--- config.mk ---
export PLATFORM = sky130hd
export DESIGN_NAME = bus_demux_1x2
export DESIGN_NICKNAME = d
export VERILOG_FILES = /design/src/rtl/bus_demux_1x2.sv
export SDC_FILE = /design/constraint.sdc
export NUM_CORES = 1
export LEC_CHECK = 0
export ABC_AREA = 1
export CORE_MARGIN = 5
export CORE_UTILIZATION = 35
export DETAILED_ROUTE_END_ITERATION = 10
export PLACE_DENSITY_LB_ADDON = 0.08
export SYNTH_ARGS = -nofsm -noshare
export SYNTH_HDL_FRONTEND = slang
export SYNTH_SLANG_ARGS = --single-unit
export TNS_END_PERCENT = 10
--- constraint.sdc ---
create_clock -name clk -period 1.25 [get_ports clk]
set_clock_uncertainty 0.05 [all_clocks]
set_input_delay 0.125 -clock clk [delete_from_list [all_inputs] [get_ports clk]]
set_output_delay 0.125 -clock clk [all_outputs]
set_load 0.005 [all_outputs]
--- src/rtl/bus_demux_1x2.sv ---
// -----------------------------------------------------------------------------
// bus_demux_1x2
//
// Routes a single data-memory request from the core to either RAM (port 0)
// or MMIO (port 1), chosen by comparing the request address against
// SPLIT_ADDR. Only one transaction is outstanding at a time. The selected
// target's response is returned to the core through a 2:1 mux steered by the
// latched select. A target that never acknowledges is closed with an error
// response after TIMEOUT cycles of held request.
//
// Ports
//   clk, rst_n         clock (rising edge), asynchronous active-low reset
//   m_req/m_we         core request valid / store(1) or load(0)
//   m_addr/m_wdata     core request address / store data
//   m_ready            high while idle and able to accept a request
//   m_rvalid           one-cycle response strobe
//   m_rdata/m_err      load data (0 for stores and errors) / timeout flag,
//                      held after the strobe until the next response
//   s0_* / s1_*        target request channels (req/we/addr/wdata out,
//                      ack/rdata in); req held until ack or timeout
// -----------------------------------------------------------------------------
module bus_demux_1x2 #(
    parameter int            AW         = 32,
    parameter int            DW         = 32,
    parameter logic [AW-1:0] SPLIT_ADDR = AW'(32'h8000_0000),
    parameter int            TIMEOUT    = 16
) (
    input  logic          clk,
    input  logic          rst_n,

    input  logic          m_req,
    input  logic          m_we,
    input  logic [AW-1:0] m_addr,
    input  logic [DW-1:0] m_wdata,
    output logic          m_ready,
    output logic          m_rvalid,
    output logic [DW-1:0] m_rdata,
    output logic          m_err,

    output logic          s0_req,
    output logic          s0_we,
    output logic [AW-1:0] s0_addr,
    output logic [DW-1:0] s0_wdata,
    input  logic          s0_ack,
    input  logic [DW-1:0] s0_rdata,

    output logic          s1_req,
    output logic          s1_we,
    output logic [AW-1:0] s1_addr,
    output logic [DW-1:0] s1_wdata,
    input  logic          s1_ack,
    input  logic [DW-1:0] s1_rdata
);

    // Counter only needs to reach TIMEOUT-1; keep at least one bit.
    localparam int CW = (TIMEOUT > 2) ? $clog2(TIMEOUT) : 1;
    localparam logic [CW-1:0] CNT_LAST = CW'(TIMEOUT - 1);

    typedef enum logic [1:0] {
        IDLE = 2'd0,
        BUSY = 2'd1,
        RESP = 2'd2
    } state_t;

    state_t          state_q;
    logic            sel_q;
    logic            we_q;
    logic [AW-1:0]   addr_q;
    logic [DW-1:0]   wdata_q;
    logic [CW-1:0]   cnt_q;
    logic [DW-1:0]   rdata_q;
    logic            err_q;

    logic            selAck;
    logic [DW-1:0]   selRdata;

    // Return path: the latched select picks which target's ack/rdata the
    // FSM listens to, so an ack from the other port can never complete
    // the transaction.
    always_comb begin
        selAck   = 1'b0;
        selRdata = '0;
        if (sel_q) begin
            selAck   = s1_ack;
            selRdata = s1_rdata;
        end else begin
            selAck   = s0_ack;
            selRdata = s0_rdata;
        end
    end

    // Transaction FSM. Acks are only looked at in BUSY; new requests only
    // in IDLE. An ack on the final BUSY cycle takes priority over timeout.
    always_ff @(posedge clk or negedge rst_n) begin
        if (!rst_n) begin
            state_q <= IDLE;
            sel_q   <= 1'b0;
            we_q    <= 1'b0;
            addr_q  <= '0;
            wdata_q <= '0;
            cnt_q   <= '0;
            rdata_q <= '0;
            err_q   <= 1'b0;
        end else begin
            case (state_q)
                IDLE: begin
                    if (m_req) begin
                        we_q    <= m_we;
                        addr_q  <= m_addr;
                        wdata_q <= m_wdata;
                        sel_q   <= (m_addr >= SPLIT_ADDR);
                        cnt_q   <= '0;
                        state_q <= BUSY;
                    end
                end
                BUSY: begin
                    if (selAck) begin
                        rdata_q <= we_q ? '0 : selRdata;
                        err_q   <= 1'b0;
                        state_q <= RESP;
                    end else if (cnt_q == CNT_LAST) begin
                        rdata_q <= '0;
                        err_q   <= 1'b1;
                        state_q <= RESP;
                    end else begin
                        cnt_q <= cnt_q + 1'b1;
                    end
                end
                RESP: begin
                    state_q <= IDLE;
                end
                default: begin
                    state_q <= IDLE;
                end
            endcase
        end
    end

    assign m_ready  = (state_q == IDLE);
    assign m_rvalid = (state_q == RESP);
    assign m_rdata  = rdata_q;
    assign m_err    = err_q;

    // Both ports see the latched address/data; only the selected port gets
    // req and we, so the idle target never observes a write strobe.
    assign s0_req   = (state_q == BUSY) && !sel_q;
    assign s1_req   = (state_q == BUSY) &&  sel_q;
    assign s0_we    = we_q && !sel_q;
    assign s1_we    = we_q &&  sel_q;
    assign s0_addr  = addr_q;
    assign s1_addr  = addr_q;
    assign s0_wdata = wdata_q;
    assign s1_wdata = wdata_q;

endmodule
==> qor.json <==
{
  "post_synth.cell_area_avg": {"value": 7.65, "unit": "um^2"},
  "drcViolationCount": {"value": 0},
  "netlist.area_leader.share": {"value": 0.512},
  "netSwitchingPower": {"value": 6.80, "unit": "mW"},
  "rsz0062_at_grt": {"value": "true"},
  "cts_htree_levels": {"value": 3},
  "path_class": {"value": "flop to flop"},
  "internal_power": {"value": 11.0, "unit": "mW"},
  "net_count_synth": {"value": 805},
  "power.static_leakage": {"value": 4.61, "unit": "nW"},
  "critical_path_arrival": {"value": 1.60, "unit": "ns"},
  "worst_pin_slew": {"value": 0.304, "unit": "ns"},
  "port-buffer-count": {"value": 300},
  "grt_usage": {"value": 0.179},
  "count_of_boundary_i_o_pins": {"value": 301},
  "number_of_antenna_violations_at_the_first_check_in_global_routing": {"value": 0},
  "clock_tree.root_cell": {"value": "sky130_fd_sc_hd__clkbuf_16"},
  "grt_max_degree": {"value": 65},
  "sw_frac_of_total": {"value": 0.381},
  "slew-limit-headroom": {"value": 0.797},
  "drt-vias-per-instance": {"value": 4.46},
  "detailed_place_hpwl": {"value": 12.4, "unit": "mm"},
  "area.growth.synth_to_final": {"value": 62.5, "unit": "%"},
  "end_kind": {"value": "flop"},
  "yosys.cell_count.top_type": {"value": "sky130_fd_sc_hd__nand2_1"},
  "number_of_endpoints_with_negative_hold_slack_in_the_final_report": {"value": 0},
  "gp_congestion": {"value": 0.812},
  "synth_seq_cells": {"value": 105},
  "grt_pass1_wl": {"value": 24.4, "unit": "mm"},
  "number_of_global_route_vias_before_repair": {"value": 4990},
  "grt_overflow": {"value": 0},
  "fill_cells": {"value": 1385},
  "seq_power_share": {"value": 0.330},
  "floorplan.rows": {"value": 44},
  "path_max_fanout": {"value": 7},
  "synthArstFlopShare": {"value": 1.00},
  "start_util": {"value": 0.354},
  "drive_above_1_share": {"value": 0.0907},
  "power-per-cell-area": {"value": 2140, "unit": "mW/mm^2"},
  "die_h": {"value": 131, "unit": "um"},
  "clkSlewWorstSetupHoldPaths": {"value": 0.07, "unit": "ns"},
  "synth_common_cells": {"value": "sky130_fd_sc_hd__nand2_1, sky130_fd_sc_hd__dfrtp_1, sky130_fd_sc_hd__buf_4"},
  "post_synth_instance_area": {"value": 0.00513, "unit": "mm^2"},
  "power_frac_clock": {"value": 0.148},
  "critical_path.startpoint_type": {"value": "flop"},
  "setup_viol_count_final": {"value": 50},
  "violated_checks": {"value": "setup timing"},
  "synth.largest_area_cell": {"value": "sky130_fd_sc_hd__dfrtp_1"},
  "synthCells": {"value": 670},
  "antenna_cells_inserted": {"value": 0},
  "clock_tree.buffer_depth": {"value": 2},
  "postRouteAntennaNets": {"value": 0},
  "wl": {"value": 16.8, "unit": "mm"},
  "synth_top_cells_by_area": {"value": "sky130_fd_sc_hd__dfrtp_1, sky130_fd_sc_hd__nand2_1, sky130_fd_sc_hd__buf_4"},
  "finalNetCount": {"value": 1056},
  "max_freq": {"value": 0.702, "unit": "GHz"},
  "final.setup.worst_slack": {"value": -0.174, "unit": "ns"},
  "first_iter_violations": {"value": 211},
  "drv_slew": {"value": 0},
  "yosysSeqAreaShare": {"value": 0.512},
  "critical_path_required": {"value": 1.43, "unit": "ns"},
  "combinationalPowerShare": {"value": 0.521},
  "worst_ir_drop_vdd": {"value": 961, "unit": "uV"},
  "p_total": {"value": 17.8, "unit": "mW"},
  "synth-edff-count": {"value": 0},
  "clkSinkCount": {"value": 105},
  "numCtsBuffers": {"value": 9},
  "drt_pass1_iterations": {"value": 4},
  "die-area": {"value": 0.0172, "unit": "mm^2"},
  "yosys_warnings": {"value": 0},
  "cts_tree": {"value": "done"},
  "maxCapViolations": {"value": 0},
  "core-area": {"value": 0.0145, "unit": "mm^2"},
  "via_count": {"value": 4949},
  "fin_crit": {"value": 1.42, "unit": "ns"},
  "clock_latency": {"value": 0.34, "unit": "ns"},
  "postSynth.topFlopCell": {"value": "sky130_fd_sc_hd__dfrtp_1"},
  "fin_crit_sh": {"value": 1.14},
  "finalInstanceArea": {"value": 0.00834, "unit": "mm^2"},
  "placement.cell_area": {"value": 0.00797, "unit": "mm^2"},
  "status": {"value": "complete, but fails checks"},
  "post_drt_wl_per_cell": {"value": 15.1, "unit": "um"},
  "synth_cell_type_count": {"value": 17},
  "min-delay-path-class": {"value": "input port to async pin"},
  "die_x": {"value": 131, "unit": "um"}
}
registers in the layout, indices dropped and copies added, names as in the netlist:
| signal | cells |
|---|---|
| s0_wdata | 32 |
| m_err | 1 |
| m_rdata | 32 |
| s0_addr | 32 |
| state_q | 2 |
| we_q | 1 |
| cnt_q | 4 |
| sel_q | 1 |
timing repair:
action	4_1_cts	5_1_grt
endpoints found under the hold margin	105	0
pin swaps	4	2
hold buffers	1	0
endpoints found under the setup margin	228	115
buffers inserted	5	2
gates cloned	0	6
resized for setup	208	31
placed cells by master, fill, tap and decap left out, types with 5 or more instances in the layout:
master / instances
sky130_fd_sc_hd__buf_12: 7
sky130_fd_sc_hd__buf_2: 6
sky130_fd_sc_hd__buf_4: 14
sky130_fd_sc_hd__buf_6: 7
sky130_fd_sc_hd__clkbuf_16: 14
sky130_fd_sc_hd__clkdlybuf4s50_1: 132
sky130_fd_sc_hd__dfrtp_1: 103
sky130_fd_sc_hd__dlygate4sd2_1: 154
sky130_fd_sc_hd__inv_1: 40
sky130_fd_sc_hd__nand2_1: 331
sky130_fd_sc_hd__nand2_2: 8
sky130_fd_sc_hd__nand3_1: 5
sky130_fd_sc_hd__nor2_1: 37
sky130_fd_sc_hd__o21ai_0: 27
sky130_fd_sc_hd__o21ai_1: 7
per-layer routing:
layer	global-route usage	part of all wire
met5	0	0
met4	0.0635	0.023
met3	0.0409	0.067
met2	0.313	0.49
met1	0.217	0.42
metrics by stage:
step / setup WS (ns) / cells / utilization / hold WS, ns / TNS (ns)
2_1_floorplan: 0.00327 / 670 / - / -0.221 / 0
3_3_place_gp: -0.147 / 1080 / 0.550 / 0.0969 / -7.85
3_5_place_dp: -0.178 / 1080 / 0.550 / 0.0971 / -8.48
4_1_cts: -0.117 / 1102 / 0.560 / 0.251 / -4.86
5_1_grt: -0.233 / 1110 / 0.576 / 0.268 / -14.07
6_report: -0.174 / 1110 / 0.576 / 0.261 / -5.00
final timing paths:
path                                         startpoint                       to  slack, ns  depth (start not counted)
worst min register to register  m_rdata[15]$_DFFE_PN0P_  m_rdata[15]$_DFFE_PN0P_       0.42                          2
worst max-delay path                  sel_q$_DFFE_PN0P_   m_rdata[4]$_DFFE_PN0P_      -0.17                         10
min in group clk                             m_addr[15]  s0_addr[15]$_DFFE_PN0P_       0.26                          3
worst max register to register        sel_q$_DFFE_PN0P_   m_rdata[4]$_DFFE_PN0P_      -0.17                         10
worst min-delay path                              rst_n  m_rdata[11]$_DFFE_PN0P_       0.26                          3
max in group asynchronous                         rst_n   state_q[0]$_DFFE_PN0P_       0.60                          3
worst max-delay path: stages (launching register included):
cell	delay [ns]
sky130_fd_sc_hd__dfrtp_2	0.42
sky130_fd_sc_hd__buf_8	0.15
sky130_fd_sc_hd__inv_8	0.06
sky130_fd_sc_hd__nand2_4	0.06
sky130_fd_sc_hd__nand2_4	0.08
sky130_fd_sc_hd__nand2_4	0.06
sky130_fd_sc_hd__nand2_8	0.09
sky130_fd_sc_hd__inv_8	0.06
sky130_fd_sc_hd__clkbuf_16	0.15
sky130_fd_sc_hd__nand2_1	0.06
sky130_fd_sc_hd__nand2_1	0.06
power groups by stage:
stage	registers, mW	clock network, mW	logic (mW)
after global placement	6.00	0	9.88
after CTS	5.91	2.72	8.67
after floorplan	5.92	0	4.76
after global routing	6.09	2.86	10.4
final	5.89	2.65	9.30
after detailed placement	6.03	0	10.0
area by class of cell:
type                    instances  area [um^2]  share of cell area
repair buffers                334         3250               0.390
clock inverters                 5         40.0             0.00480
multi-input cells             427         1770               0.212
well taps                     184          230              0.0276
flip-flops and latches        105         2630               0.316
clock buffers                  11          243              0.0291
inverters                      44          180              0.0216
kinds of logic (layout without fill, tap and decap cells):
family                   count (synthesis)  after routing  synth area share
AND/OR/NAND/NOR                        391            391             0.291
buffers and inverters                  138            394             0.160
flip-flops                             105            105             0.512
AO/OA/AOI/OAI                           34             34            0.0332
adder cells (fa/ha/maj)                  1              1           0.00244
XOR/XNOR                                 1              1           0.00171
Note: power is estimated with default switching activity, not from simulation.
